<file path="src/rtl/seq_divider.sv">
// Sequential restoring divider: one quotient bit per cycle over WIDTH RUN
// cycles, with registered results and a one-cycle done pulse. A zero divisor
// skips the iteration and reports all-ones quotient, dividend as remainder.
module seq_divider #(
   parameter int WIDTH = 8
) (
   input  logic             clk,
   input  logic             rst,
   input  logic             start,
   input  logic [WIDTH-1:0] dividend,
   input  logic [WIDTH-1:0] divisor,
   output logic             busy,
   output logic             done,
   output logic [WIDTH-1:0] quotient,
   output logic [WIDTH-1:0] remainder,
   output logic             div_by_zero
);

   localparam int CW = $clog2(WIDTH + 1);

   typedef enum logic [1:0] {
      IDLE = 2'd0,
      RUN  = 2'd1,
      DONE = 2'd2
   } state_t;

   state_t           state_q, state_d;
   logic [CW-1:0]    cnt_q, cnt_d;
   logic [WIDTH:0]   r_q, r_d;        // partial remainder, one guard bit
   logic [WIDTH-1:0] q_q, q_d;        // dividend shifting out / quotient shifting in
   logic [WIDTH-1:0] d_q, d_d;        // captured divisor
   logic [WIDTH-1:0] quotient_q, quotient_d;
   logic [WIDTH-1:0] remainder_q, remainder_d;
   logic             dbz_q, dbz_d;
   logic             done_q, done_d;
   logic             busy_q, busy_d;

   logic [WIDTH:0]   r_shift;
   logic [WIDTH:0]   r_sub;
   logic [WIDTH-1:0] q_shift;

   // State and datapath registers; reset aborts any operation silently.
   always_ff @(posedge clk or posedge rst) begin
      if (rst) begin
         state_q     <= IDLE;
         cnt_q       <= '0;
         r_q         <= '0;
         q_q         <= '0;
         d_q         <= '0;
         quotient_q  <= '0;
         remainder_q <= '0;
         dbz_q       <= 1'b0;
         done_q      <= 1'b0;
         busy_q      <= 1'b0;
      end else begin
         state_q     <= state_d;
         cnt_q       <= cnt_d;
         r_q         <= r_d;
         q_q         <= q_d;
         d_q         <= d_d;
         quotient_q  <= quotient_d;
         remainder_q <= remainder_d;
         dbz_q       <= dbz_d;
         done_q      <= done_d;
         busy_q      <= busy_d;
      end
   end

   // Next-state, restoring step and result publication.
   always_comb begin
      state_d     = state_q;
      cnt_d       = cnt_q;
      r_d         = r_q;
      q_d         = q_q;
      d_d         = d_q;
      quotient_d  = quotient_q;
      remainder_d = remainder_q;
      dbz_d       = dbz_q;
      done_d      = 1'b0;

      // Shift the next dividend bit into the partial remainder, then trial-subtract.
      r_shift = {r_q[WIDTH-1:0], q_q[WIDTH-1]};
      q_shift = {q_q[WIDTH-2:0], 1'b0};
      r_sub   = r_shift - {1'b0, d_q};

      case (state_q)
         IDLE: begin
            if (start) begin
               d_d     = divisor;
               q_d     = dividend;
               r_d     = '0;
               cnt_d   = CW'(WIDTH);
               dbz_d   = 1'b0;
               state_d = (divisor == '0) ? DONE : RUN;
            end
         end
         RUN: begin
            if (r_shift >= {1'b0, d_q}) begin
               r_d = r_sub;
               q_d = q_shift | WIDTH'(1);
            end else begin
               r_d = r_shift;
               q_d = q_shift;
            end
            cnt_d = cnt_q - CW'(1);
            if (cnt_q == CW'(1)) begin
               state_d = DONE;
            end
         end
         DONE: begin
            done_d = 1'b1;
            if (d_q == '0) begin
               // q_q still holds the untouched dividend on this path.
               quotient_d  = '1;
               remainder_d = q_q;
               dbz_d       = 1'b1;
            end else begin
               quotient_d  = q_q;
               remainder_d = r_q[WIDTH-1:0];
            end
            state_d = IDLE;
         end
         default: begin
            state_d = IDLE;
         end
      endcase

      busy_d = (state_d != IDLE);
   end

   assign busy        = busy_q;
   assign done        = done_q;
   assign quotient    = quotient_q;
   assign remainder   = remainder_q;
   assign div_by_zero = dbz_q;

endmodule

</file>
<file path="config.mk">
export PLATFORM = sky130hd
export DESIGN_NAME = seq_divider
export DESIGN_NICKNAME = d
export VERILOG_FILES = /design/src/rtl/seq_divider.sv
export SDC_FILE = /design/constraint.sdc
export NUM_CORES = 1
export LEC_CHECK = 0
export CORE_MARGIN = 1
export CORE_UTILIZATION = 39
export CTS_BUF_LIST = sky130_fd_sc_hd__clkbuf_4
export CTS_CLUSTER_DIAMETER = 100
export CTS_CLUSTER_SIZE = 40
export DETAILED_ROUTE_END_ITERATION = 7
export GPL_ROUTABILITY_DRIVEN = 0
export PLACE_DENSITY_LB_ADDON = 0.12
export SETUP_SLACK_MARGIN = 0.2
export SKIP_LAST_GASP = 1
export SLEW_MARGIN = 5
export SYNTH_ARGS = -nofsm -noshare
export SYNTH_HDL_FRONTEND = slang
export SYNTH_SLANG_ARGS = --single-unit
export TNS_END_PERCENT = 100
</file>
<file path="constraint.sdc">
create_clock -name clk -period 1.7 [get_ports clk]
set_input_delay 0.51 -clock clk [delete_from_list [all_inputs] [get_ports clk]]
set_output_delay 0.51 -clock clk [all_outputs]
set_load 0.05 [all_outputs]
</file>
======== Word level (Yosys, flattened, before mapping) ========
Index checks and enable logic that the tools add are counted.
storage, ports and cells
  output and inout port bits .............. 19
  register bits ........................... 49
operators by class
  equal/unequal tests ..................... 5
  $lt $le $gt $ge ......................... 1
  reduce and logical (&&, ||, !) cells .... 9
  mux-type cells .......................... 18
  $add $sub $neg .......................... 2
operators by type and width
  cell                                                                 number
  8-bit 2-to-1 mux                                                     5
  8-bit case mux with 2 select lines                                   2
  8-bit zero test                                                      2
  9-bit by 8-bit >= comparator with 1-bit output                       1
  4-bit case mux with 2 select lines                                   1
  8-bit subtractor                                                     1
  2-bit 2-to-1 mux                                                     3
  2-bit nonzero test                                                   3
  4-bit by 1-bit == test with 1-bit output (second input constant)     1
  1-bit 2-to-1 mux                                                     4
  4-bit 2-to-1 mux                                                     1
  2-bit inequality test (second input constant)                        2
  2-bit case mux with 2 select lines                                   1
  2-bit AND reduction                                                  2
  4-bit by 1-bit subtractor with 4-bit output (second input constant)  1
  3-bit AND reduction                                                  1
  2-bit by 1-bit == test with 1-bit output (second input constant)     1
  2-bit == test (second input constant)                                1
  2-bit zero test                                                      1
  1-bit case mux with 2 select lines                                   1

======== Longest topological paths before layout ========
  word-level depth ........................ 5
  depth in mapped cells ................... 8
  gate-level depth less buffers ........... 8

======== Least setup slack after synthesis ========
Ideal clock, no wire load.
  kind .................................... reg-to-reg
  start ................................... register q_q[7]
  end ..................................... register r_q[6]
  library setup time ...................... 0.121 ns
  data arrival time ....................... 1.671 ns
  required time ........................... 1.579 ns
  setup slack ............................. -0.092 ns
  stages on the path, launching flop included .. 9
  cell sequence ........................... dfrtp_1 -> inv_1 -> ha_1 -> fa_1 -> nand2b_1 -> a21oi_1 -> mux2i_1 -> a211o_1 -> nand2_1
on the way
  cells in the longest elaborated chain, start to end .. 3
  elaborated cells between the ends (all ways) .. 4
  those cells by class .................... add/sub (1); order compare (1); mux (2)
RTL lines
  element                                                                             RTL line  RTL
  start: declaration                                                                  30        logic [WIDTH-1:0] q_q, q_d;
  start signal: assignment                                                            59        q_q <= q_d;
  8-bit subtractor or 9-bit by 8-bit >= comparator with 1-bit output (tied branches)  84, 98
  8-bit 2-to-1 mux *                                                                  98        if (r_shift >= {1'b0, d_q}) begin
  8-bit case mux with 2 select lines *                                                86        case (state_q)
  end signal: assignment                                                              58        r_q <= r_d;
  end: declaration                                                                    29        logic [WIDTH:0] r_q, r_d;
Mark *: on every way between the ends. The rest lies on a longest branch, timed or not.
A chain may end at the register's enable or synchronous reset.

======== Worst setup path after layout ========
  start ................................... register d_q[0]
  end ..................................... register r_q[6]
on the way
  cells in the longest elaborated chain, start to end .. 3
  elaborated cells between the ends (all ways) .. 4
  those cells by class .................... add/sub (1); order compare (1); mux (2)
RTL lines
  element                                                                             RTL line  RTL
  start: declaration                                                                  31        logic [WIDTH-1:0] d_q, d_d;
  start signal: assignment                                                            49        d_q <= '0;
  start signal: assignment                                                            60        d_q <= d_d;
  8-bit subtractor or 9-bit by 8-bit >= comparator with 1-bit output (tied branches)  84, 98
  8-bit 2-to-1 mux *                                                                  98
  8-bit case mux with 2 select lines *                                                86
Marked as above.

==> results.md <==
* First-pass iteration count of the detailed router at 4
* Crit. End Element: register
* Cell family contributing the most delay on the critical path: adder cells
* Fin worst setup slack at -0.1576 ns
* WL final at 6894 µm
* Final critical-path share of the clock period at 109.3%
* Total congestion overflow at 0
* Hold path endpoint: cnt_q[3]
* Power per standard cell area at 2411 nW/µm²
* Nets at 401
* Drt initial violations at 113
* Chip height at 83.71 µm
* Maximum number of pins on one net before global-route repair at 50
* Root Driver: clkbuf_4
* Type of the most critical hold path: register to register
* Setup repair after global routing missed its margin: yes
* TritonCTS clock tree: done
* Syn nets at 307
* Destination of the worst register-to-register timing path: r_q[6]
* Number of nets with antenna violations after routing at 0
* Combined area of all synthesized cells at 2604 µm²
* Total design power at 9.957 mW
* Clock Pin Slew Worst Setup and Hold Paths at 0.14 ns
* Total Routing Usage GR at 20.69%
* Most common library cell in the layout ignoring fill and taps: buf_4
* Launch point of the worst hold path: cnt_q[3]
* Distinct cell type count after synthesis at 41
* Starting density of the core at 40.77%
* Commonest cells after routing, fill and taps aside: buf_4 (49), dfrtp_1 (48), nand2_1 (47), buf_12 (21), clkdlybuf4s50_1 (18)
* Mapped Avg Cell Area at 9.400 µm²
* Critical path startpoint category: register
* Buf+Inv Stages, Crit Path at 0
* Status: complete, but fails checks
* Maximum clock path buffer count at 2
* Worst clock skew on the final layout at 0.006304 ns
* Final Max Tran Viols at 0
* Number of instances on the worst hold path at 1
* Routed wirelength normalized by instance count at 15.35 µm
* Fraction of layout cells with a size suffix above 1 at 38.44%
* Via/cell ratio at 5.151
* Max-cap violations at 0
* Headroom to the max-slew limit at 74.00%
* Number of antenna violations at the first check in global routing at 0
* Non-filler cells in the finished layout at 449
* # DRC at 0
* Crit path arrival time at 2.13 ns
* Global-route wire length before repair at 11,300 µm
* Die Outline Area at 7007 µm²
* Number of vias in the routed layout at 2,313
* Sequence of cells on the critical path: ha_4 > fa_2 > nand2b_4 > a21oi_4 > mux2i_1 > a211o_1 > nand2_1
* Final hold vios at 0
* Worst voltage drop across the vdd grid at 1.539 mV
* Flip-flop and latch count after synthesis at 49
* Die span in x at 83.71 µm
* CTS HTree Levels at 2
* Largest stage delay, worst path at 0.47 ns
* Number of diodes added for antenna fixing at 0
* Final setup violating endpoints at 16
* CORE AREA at 6386 µm²
* LEAKAGE at 1.825 nW
* Cell total after placement at 420
* I/O Pins at 38
* Req. time, crit path at 1.97 ns
* Cell depth of the worst flop-to-flop path at 7
* Reg-to-reg slack, setup at -0.16 ns
* Violated checks: negative setup slack
* Synthesis-to-layout area growth at 58.63%
* Critical setup path kind: register to register
* Half-perimeter wire length of the detailed placement result at 4816 µm
* Number of buffer cells added on primary ports at 37
* Top fanout value on the critical path at 3
* Worst reg2reg path startpoint: d_q[0]
* Worst-Margin Slew at 0.3859 ns
* Placement row count at 29
* Total of fill cells in the finished design at 515
* Cell at the slowest stage of the critical path: dfrtp_2
* Worst-skew pair later-pin latency at 0.37 ns
* Post-synthesis sequential area ratio at 47.09%
* Cell count after synthesis at 277
* Post-CTS Hold Fix Bufs at 0
* CTS Buf Count at 5
* Highest clock frequency the design can meet at 538.3 MHz
* Vias in the first global route at 2,254
* Clk sink count at 49
* Time the worst path needs with I/O delays and setup at 1.858 ns
* Yosys warnings at 0
worst max path at each step:
stage | from | to | slack [ns] | cells past startpoint
global route | d_q[0] | r_q[6] | -0.21 | 7
floorplan | q_q[7] | r_q[6] | 0.03 | 8
global placement | start | d_q[6] | -0.10 | 5
finish | d_q[0] | r_q[6] | -0.16 | 7
detailed placement | start | d_q[3] | -0.15 | 6
CTS | d_q[0] | r_q[6] | -0.13 | 7
synth_stat cells:
cell	number	area, µm²
o311ai_0	2	17.52
nor3_1	3	15.01
nand2b_1	6	37.54
mux2i_1	10	100.1
a211o_1	1	8.760
o22ai_1	3	18.77
a21oi_1	15	75.07
nor2b_1	14	87.58
a311oi_1	1	8.760
nand3_1	6	30.03
o21bai_2	1	11.26
nand2_1	48	180.2
fa_1	1	20.02
ha_1	10	125.1
nand3b_1	1	7.510
buf_6	1	11.26
buf_4	1	7.510
nor2_8	1	20.02
dfrtp_1	49	1226
a21oi_2	2	17.52
o21ai_2	3	26.28
nor2_1	7	26.28
xor2_1	1	8.760
xnor2_1	3	26.28
and3b_1	1	8.760
buf_8	1	15.01
o221ai_1	1	8.760
clkinv_1	1	3.750
clkbuf_1	6	22.52
nor4_1	3	18.77
o211ai_1	3	22.52
or4_4	2	22.52
buf_2	4	20.02
o31a_1	1	8.760
a22o_1	2	17.52
o21ai_0	30	150.1
inv_1	16	60.06
a32oi_1	3	26.28
o31ai_1	1	7.510
o21ai_1	5	25.02
a22oi_1	7	52.55
repair_timing:
action	in CTS	in global routing
cloned	1	0
resized for setup	60	9
endpoints found under the hold margin	0	0
endpoints found under the setup margin	29	52
pin swaps	26	15
setup buffers	12	8
metal layers:
layer	track usage, %	routed length, µm	share of wire [%]	up-vias
met3	2.868	136	2.0	7
met2	35.18	3505	51	29
li1	-	-	-	1157
met4	7.088	83	1.2	0
met5	0	0	0	-
met1	27.04	3168	46	1120
cell families (layout without fill, tap and decap cells):
family,count (synthesis),after routing,share of synthesized area [%]
and+or+nand+nor,92,92,17.44
AOI/OAI and AO/OA,81,81,19.32
DFF,49,49,47.09
buffers and inverters,30,125,5.382
adders and majority gates,11,11,5.574
muxes,10,10,3.844
xor gates and xnor gates,4,4,1.346
where the power goes:
part           internal (mW)  total (mW)  switching [mW]
Clock                  0.455       0.837           0.381
Sequential              1.72        2.36           0.639
Combinational           3.51        6.76            3.25
cell type report:
class	instances	area (µm²)	share of cell area, %
multi-input cells	198	1516	36.72
clock buffers	5	37.54	0.9088
flip-flops and latches	49	1227	29.72
repair buffers	100	1120	27.11
inverters	17	67.56	1.636
clock inverters	3	65.06	1.575
well taps	77	96.34	2.333
registers in the layout (all words and copies together) (netlist names):
name,flops
d_q,8
q_q,8
quotient,8
r_q,8
remainder,8
cnt_q,4
state_q,2
busy,1
div_by_zero,1
done,1
metrics by stage:
stage / utilization [%] / setup WS, ns / TNS (ns) / area (µm²) / hold slack (ns)
floorplan: - / 0.03462 / 0 / 2714 / 0.4453
global placement: 56.43 / -0.1024 / -1.571 / 3603 / 0.4706
detailed placement: 56.43 / -0.1492 / -2.026 / 3603 / 0.4700
CTS: 63.34 / -0.1327 / -0.3971 / 4045 / 0.4898
global route: 64.67 / -0.2103 / -1.733 / 4130 / 0.5288
finish: 64.67 / -0.1576 / -0.6443 / 4130 / 0.4915
worst reg2reg max path: stages (launching register included):
cell and delay (ns):
dfrtp_2 0.47, ha_4 0.19, fa_2 0.35, nand2b_4 0.17, a21oi_4 0.14, mux2i_1 0.24
a211o_1 0.15, nand2_1 0.05
No activity file was read; power rests on OpenSTA's default activity.
